File: src/rtl/pipeline_hazard_ctrl_pkg.sv
// Shared pipeline typedefs: ALU opcodes, hazard FSM states, forwarding selects.
package pipeline_hazard_ctrl_pkg;

    typedef enum logic [3:0] {
        ALU_ADD  = 4'd0,
        ALU_SUB  = 4'd1,
        ALU_AND  = 4'd2,
        ALU_OR   = 4'd3,
        ALU_XOR  = 4'd4,
        ALU_SLL  = 4'd5,
        ALU_SRL  = 4'd6,
        ALU_SRA  = 4'd7,
        ALU_SLT  = 4'd8,
        ALU_SLTU = 4'd9
    } alu_opcode_t;

    typedef enum logic [1:0] {
        RUN      = 2'd0,
        FLUSH    = 2'd1,
        MEM_WAIT = 2'd2
    } hz_state_t;

    typedef enum logic [1:0] {
        FWD_REG = 2'b00,
        FWD_EX  = 2'b01,
        FWD_MEM = 2'b10
    } fwd_sel_t;

    // Flush counter width: covers FLUSH_CYCLES up to 7 plus the MEM_WAIT save encoding.
    localparam int unsigned FLUSH_CNT_W = 3;
    typedef logic [FLUSH_CNT_W-1:0] fcnt_t;

endpackage

File: src/rtl/pipeline_hazard_ctrl_fwd_select.sv
// Per-operand forwarding mux select: EX result beats MEM result beats register file.
module fwd_select
    import pipeline_hazard_ctrl_pkg::*;
#(
    parameter int unsigned REG_AW = 4
) (
    input  logic [REG_AW-1:0] rs,
    input  logic [REG_AW-1:0] ex_wa,
    input  logic              ex_reg_we,
    input  logic              ex_is_load,
    input  logic [REG_AW-1:0] mem_wa,
    input  logic              mem_reg_we,
    output fwd_sel_t          sel
);

    always_comb begin
        sel = FWD_REG;
        if (ex_reg_we && (ex_wa != '0) && (ex_wa == rs) && !ex_is_load) begin
            sel = FWD_EX;
        end else if (mem_reg_we && (mem_wa != '0) && (mem_wa == rs)) begin
            sel = FWD_MEM;
        end
    end

endmodule

File: src/rtl/pipeline_hazard_ctrl.sv
// Hazard control for a 5-stage pipeline: load-use stall, redirect flush,
// data-memory wait freeze, operand forwarding selects and a stall counter.
module pipeline_hazard_ctrl
    import pipeline_hazard_ctrl_pkg::*;
#(
    parameter int unsigned REG_AW       = 4,
    parameter int unsigned FLUSH_CYCLES = 2,
    parameter int unsigned CNT_W        = 16
) (
    input  logic              clk,
    input  logic              reset,
    input  logic [REG_AW-1:0] id_rs1,
    input  logic [REG_AW-1:0] id_rs2,
    input  logic              id_use_rs1,
    input  logic              id_use_rs2,
    input  logic [REG_AW-1:0] ex_wa,
    input  logic              ex_reg_we,
    input  logic              ex_is_load,
    input  logic [REG_AW-1:0] mem_wa,
    input  logic              mem_reg_we,
    input  logic              ex_redirect,
    input  logic              dmem_busy,
    output logic              pc_hold,
    output logic              s1_hold,
    output logic              s2_hold,
    output logic              s3_hold,
    output logic              s1_flush,
    output logic              s2_flush,
    output fwd_sel_t          fwd_a_sel,
    output fwd_sel_t          fwd_b_sel,
    output hz_state_t         state_o,
    output logic [CNT_W-1:0]  stall_count
);

    hz_state_t  state, next_state, eff_state;
    fcnt_t      cnt, next_cnt, eff_cnt;
    fwd_sel_t   fwd_a_raw, fwd_b_raw;
    logic       load_use;

    fwd_select #(.REG_AW(REG_AW)) u_fwd_a (
        .rs         (id_rs1),
        .ex_wa      (ex_wa),
        .ex_reg_we  (ex_reg_we),
        .ex_is_load (ex_is_load),
        .mem_wa     (mem_wa),
        .mem_reg_we (mem_reg_we),
        .sel        (fwd_a_raw)
    );

    fwd_select #(.REG_AW(REG_AW)) u_fwd_b (
        .rs         (id_rs2),
        .ex_wa      (ex_wa),
        .ex_reg_we  (ex_reg_we),
        .ex_is_load (ex_is_load),
        .mem_wa     (mem_wa),
        .mem_reg_we (mem_reg_we),
        .sel        (fwd_b_raw)
    );

    assign load_use = ex_is_load && ex_reg_we && (ex_wa != '0) &&
                      ((id_use_rs1 && (id_rs1 == ex_wa)) ||
                       (id_use_rs2 && (id_rs2 == ex_wa)));

    always_ff @(posedge clk or negedge reset) begin
        if (!reset) begin
            state       <= RUN;
            cnt         <= '0;
            stall_count <= '0;
        end else begin
            state <= next_state;
            cnt   <= next_cnt;
            if (pc_hold && (stall_count != '1)) begin
                stall_count <= stall_count + 1'b1;
            end
        end
    end

    // In MEM_WAIT, cnt holds 0 for a saved RUN, or flush count + 1 for a saved
    // FLUSH; the exit cycle (busy low) behaves exactly as the restored state.
    always_comb begin
        eff_state = state;
        eff_cnt   = cnt;
        if (state == MEM_WAIT) begin
            eff_state = (cnt == '0) ? RUN : FLUSH;
            eff_cnt   = cnt - 1'b1;
        end

        next_state = eff_state;
        next_cnt   = eff_cnt;
        pc_hold    = 1'b0;
        s1_hold    = 1'b0;
        s2_hold    = 1'b0;
        s3_hold    = 1'b0;
        s1_flush   = 1'b0;
        s2_flush   = 1'b0;

        if (dmem_busy) begin
            pc_hold    = 1'b1;
            s1_hold    = 1'b1;
            s2_hold    = 1'b1;
            s3_hold    = 1'b1;
            next_state = MEM_WAIT;
            next_cnt   = (eff_state == FLUSH) ? eff_cnt + 1'b1 : '0;
        end else begin
            case (eff_state)
                FLUSH: begin
                    s1_flush = 1'b1;
                    s2_flush = 1'b1;
                    if (ex_redirect) begin
                        next_cnt = fcnt_t'(FLUSH_CYCLES - 1);
                    end else if (eff_cnt == '0) begin
                        next_state = RUN;
                    end else begin
                        next_cnt = eff_cnt - 1'b1;
                    end
                end
                default: begin
                    next_cnt = '0;
                    if (ex_redirect) begin
                        s1_flush   = 1'b1;
                        s2_flush   = 1'b1;
                        next_cnt   = fcnt_t'(FLUSH_CYCLES - 1);
                        next_state = FLUSH;
                    end else if (load_use) begin
                        pc_hold  = 1'b1;
                        s1_hold  = 1'b1;
                        s2_flush = 1'b1;
                    end
                end
            endcase
        end

        if (!reset) begin
            pc_hold  = 1'b0;
            s1_hold  = 1'b0;
            s2_hold  = 1'b0;
            s3_hold  = 1'b0;
            s1_flush = 1'b0;
            s2_flush = 1'b0;
        end
    end

    assign fwd_a_sel = reset ? fwd_a_raw : FWD_REG;
    assign fwd_b_sel = reset ? fwd_b_raw : FWD_REG;
    assign state_o   = state;

endmodule

File: config.mk
export PLATFORM = sky130hd
export DESIGN_NAME = pipeline_hazard_ctrl
export DESIGN_NICKNAME = d
export VERILOG_FILES = /design/src/rtl/pipeline_hazard_ctrl_pkg.sv /design/src/rtl/pipeline_hazard_ctrl_fwd_select.sv /design/src/rtl/pipeline_hazard_ctrl.sv
export SDC_FILE = /design/constraint.sdc
export NUM_CORES = 1
export LEC_CHECK = 0
export ABC_AREA = 1
export BUFFER_PORTS_ARGS = -buffer_cell sky130_fd_sc_hd__buf_2
export CORE_MARGIN = 3
export CORE_UTILIZATION = 30
export DETAILED_ROUTE_END_ITERATION = 8
export PLACE_DENSITY = 0.54
export SYNTH_ARGS = -nofsm -noshare
export SYNTH_HDL_FRONTEND = slang
export SYNTH_SLANG_ARGS = --single-unit
File: constraint.sdc
create_clock -name clk -period 4.8 [get_ports clk]
set_input_delay 0 -clock clk [delete_from_list [all_inputs] [get_ports clk]]
set_output_delay 0 -clock clk [all_outputs]
set_load 0.01 [all_outputs]
==> metrics.txt <==
status finished, final reports clean; Pwr Density 279 nW/um^2; Slew @ Worst Pin 0.518 ns; Tot GR Track Use a little under an eighth; #FFs+latches synth 21; sequential area share after synthesis 29.6%; Max-Cap Viols 0; Slowest-stage cell, CP dfrtp_1; HPWL Detailed between 3000 and 4000 um; Crit path max-delay family simple AND/OR/NAND/NOR gates; final worst path period share 41.2%; latest clock arrival within the worst-skew pair 0.26 ns; final hold vios 0; # hold bufs at CTS 3; Tmin final 1.98 ns; drt pass-1 iters 4; fin cells 390; wire length of the first global-routing pass 7110 um; wire per inst 10.6 um; post-synthesis adder-cell area fraction 4.94%; Commonest cells post-synth 84 x nand2_1, 40 x inv_1, 27 x nand3_1; Syn Inst Count 265; kind of critical path register to register; endpoint type of the worst setup path register; Via Count 1783; Util after Layout 38.5%; Area contributors post-synth dfrtp_1 30%, nand2_1 18%, inv_1 8.5%; area growth from synthesis to final layout 21.7%; Unique masters post-synth 28; core area 5610 sq um; Avg Synthesized Cell Area 6.69 sq um; clock tree root buffer cell clkbuf_8; post-route ant nets 0; top cell type's share of synthesized area 29.6%; VDD IR max 0.107 mV; Vias per Instance 4.57; Final nets 351; vias in the first global route 1635; Worst Path Max Fanout 19; worst setup margin 2.82 ns; CP Data Arrival Time 2.13 ns; Design Area, Final 2160 sq um; most common cell in the netlist nand2_1; syn_nets 297; Startpoint Class register; Clk pin slew, worst setup/hold paths 0.07 ns; PortBufs 52; worst path bufs/invs 1; I/O pin count 53; CP cell instances inv_1 -> ha_1 -> nand2_1 -> nand2_1 -> nand2_1 -> nand2_1 -> nand2_1 -> nor2_1 -> nand3_1 -> nand2_2 -> nand2_4 -> nand2_1 -> nand2_1; total gr overflow 0; layout cells sized above 1 19.5%; GP Congestion 0.794; CTS Buf Count 3; Post-synth EDFFs 0; largest net degree at the start of global routing 25; setup bufs post-CTS 0; largest family of logic cells by synthesized area simple AND/OR/NAND/NOR gates; DRC violations left 0; mapped cell area 1770 sq um; 1st-iter DRT viols about 120; DP Area 2080 sq um; die height 82.9 um; simple-gate share of the synthesized area 37.7%; initial antenna violation count 0; dpl cells 383; unrepaired setup endpoints after global routing false; Req. time, crit path 4.95 ns; Slew Viols, Final 0; # resized after CTS 0; CTS tree done; Initial Util a little under a third; hold crit path type input port to async pin; DIE AREA 6870 sq um; mux cell area share after synthesis 0%; Fin Hold WS 0.246 ns; dpl ws 2.80 ns; Core Rows 27; Max Fclk 506 MHz; Setup Skew 0.00152 ns; leak pwr 1.26 nW; n_diodes 0; setup violators final 0; Design Power 0.603 mW; Total Wirelength 4120 um; post-synthesis compound-gate area fraction between 6 and 7%; Max Buffers Root-to-Sink 2; CP most frequent cell nand2_1; max incr delay on CP 0.39 ns; Slew HR 65.5%; FFs w/ async S/R, synth 100%; CTS sink cnt 21; die outline width 82.9 um; Post-Synth XOR/XNOR Area 10.9%; Synth area leader dfrtp_1; YS warnings 0; Post-synth top flop dfrtp_1; # H-tree levels 1; total negative slack 0 ns
worst register-to-register path, cell delays in order (launching register included):
cell and delay, ns:
dfrtp_1 0.39, inv_1 0.08, ha_1 0.15, nand2_1 0.05, nand2_1 0.05, nand2_1 0.06, nand2_1 0.12, nand2_1 0.11
nor2_1 0.10, nand3_1 0.10, nand2_2 0.30, nand2_4 0.21, nand2_1 0.10, nand2_1 0.05
power by group:
part / internal, mW / switching (mW) / total (mW)
Sequential: 0.205 / 0.0288 / 0.234
Clock: 0.0591 / 0.0546 / 0.114
Combinational: 0.104 / 0.152 / 0.255
Total: 0.368 / 0.235 / 0.603
layer usage:
layer / track usage [%] / share of wire (%)
met5: 0 / 0
met4: 2.67 / 0.46
met3: 2.38 / 6.9
met2: 19.5 / 46
met1: 16.2 / 46
cell families after synthesis:
logic type	after synthesis
buffers and inverters	46
AOI/OAI and AO/OA	18
xor gates and xnor gates	22
and+or+nand+nor	151
DFF	21
adders and majority gates	7
cells in the final DEF, fill, tap and decap left out:
| master | synthesis | layout |
|---|---|---|
| nand2_1 | 84 | 84 |
| buf_2 | 2 | 52 |
| inv_1 | 40 | 40 |
| nand3_1 | 27 | 27 |
| dfrtp_1 | 21 | 21 |
| nor2_1 | 19 | 19 |
| xor2_1 | 16 | 16 |
| nor3_1 | 11 | 11 |
| ha_1 | 7 | 7 |
| o21ai_0 | 6 | 6 |
| xnor2_1 | 6 | 6 |
| a21oi_1 | 5 | 5 |
| nand4_1 | 3 | 3 |
| clkbuf_8 | 0 | 3 |
| dlygate4sd3_1 | 0 | 3 |
| a211oi_1 | 2 | 2 |
| nand2_2 | 2 | 2 |
| o21a_1 | 1 | 1 |
| a31oi_1 | 1 | 1 |
| a21boi_0 | 1 | 1 |
| o2111ai_1 | 1 | 1 |
| o221ai_1 | 1 | 1 |
| nor3_2 | 1 | 1 |
| nor2_2 | 1 | 1 |
| nor2_4 | 1 | 1 |
| nand4_4 | 1 | 1 |
| nand2_4 | 1 | 1 |
| clkbuf_1 | 1 | 1 |
final timing paths:
kind / from / to / slack, ns / cells after the start
max in group asynchronous: reset / stall_count[9] / 4.20 / 2
worst max-delay path: cnt[0] / stall_count[12] / 2.82 / 13
min in group clk: id_rs2[1] / fwd_b_sel[1] / 0.41 / 5
worst max register to register: cnt[0] / stall_count[12] / 2.82 / 13
worst min register to register: stall_count[8] / stall_count[8] / 0.54 / 2
worst min-delay path: reset / stall_count[6] / 0.25 / 2
flip-flops by register name, indices dropped and copies added, names as in the netlist:
register,cells
cnt,3
stall_count,16
state_o,2
final cells by class:
class / instances / area [sq um]
fill: 643 / 3450
multi-input combinational: 198 / 1060
sequential: 21 / 526
timing repair buffer: 55 / 290
inverter: 40 / 150
tap: 72 / 90.1
clock buffer: 4 / 45.0
(Power assumes the default switching activity.)
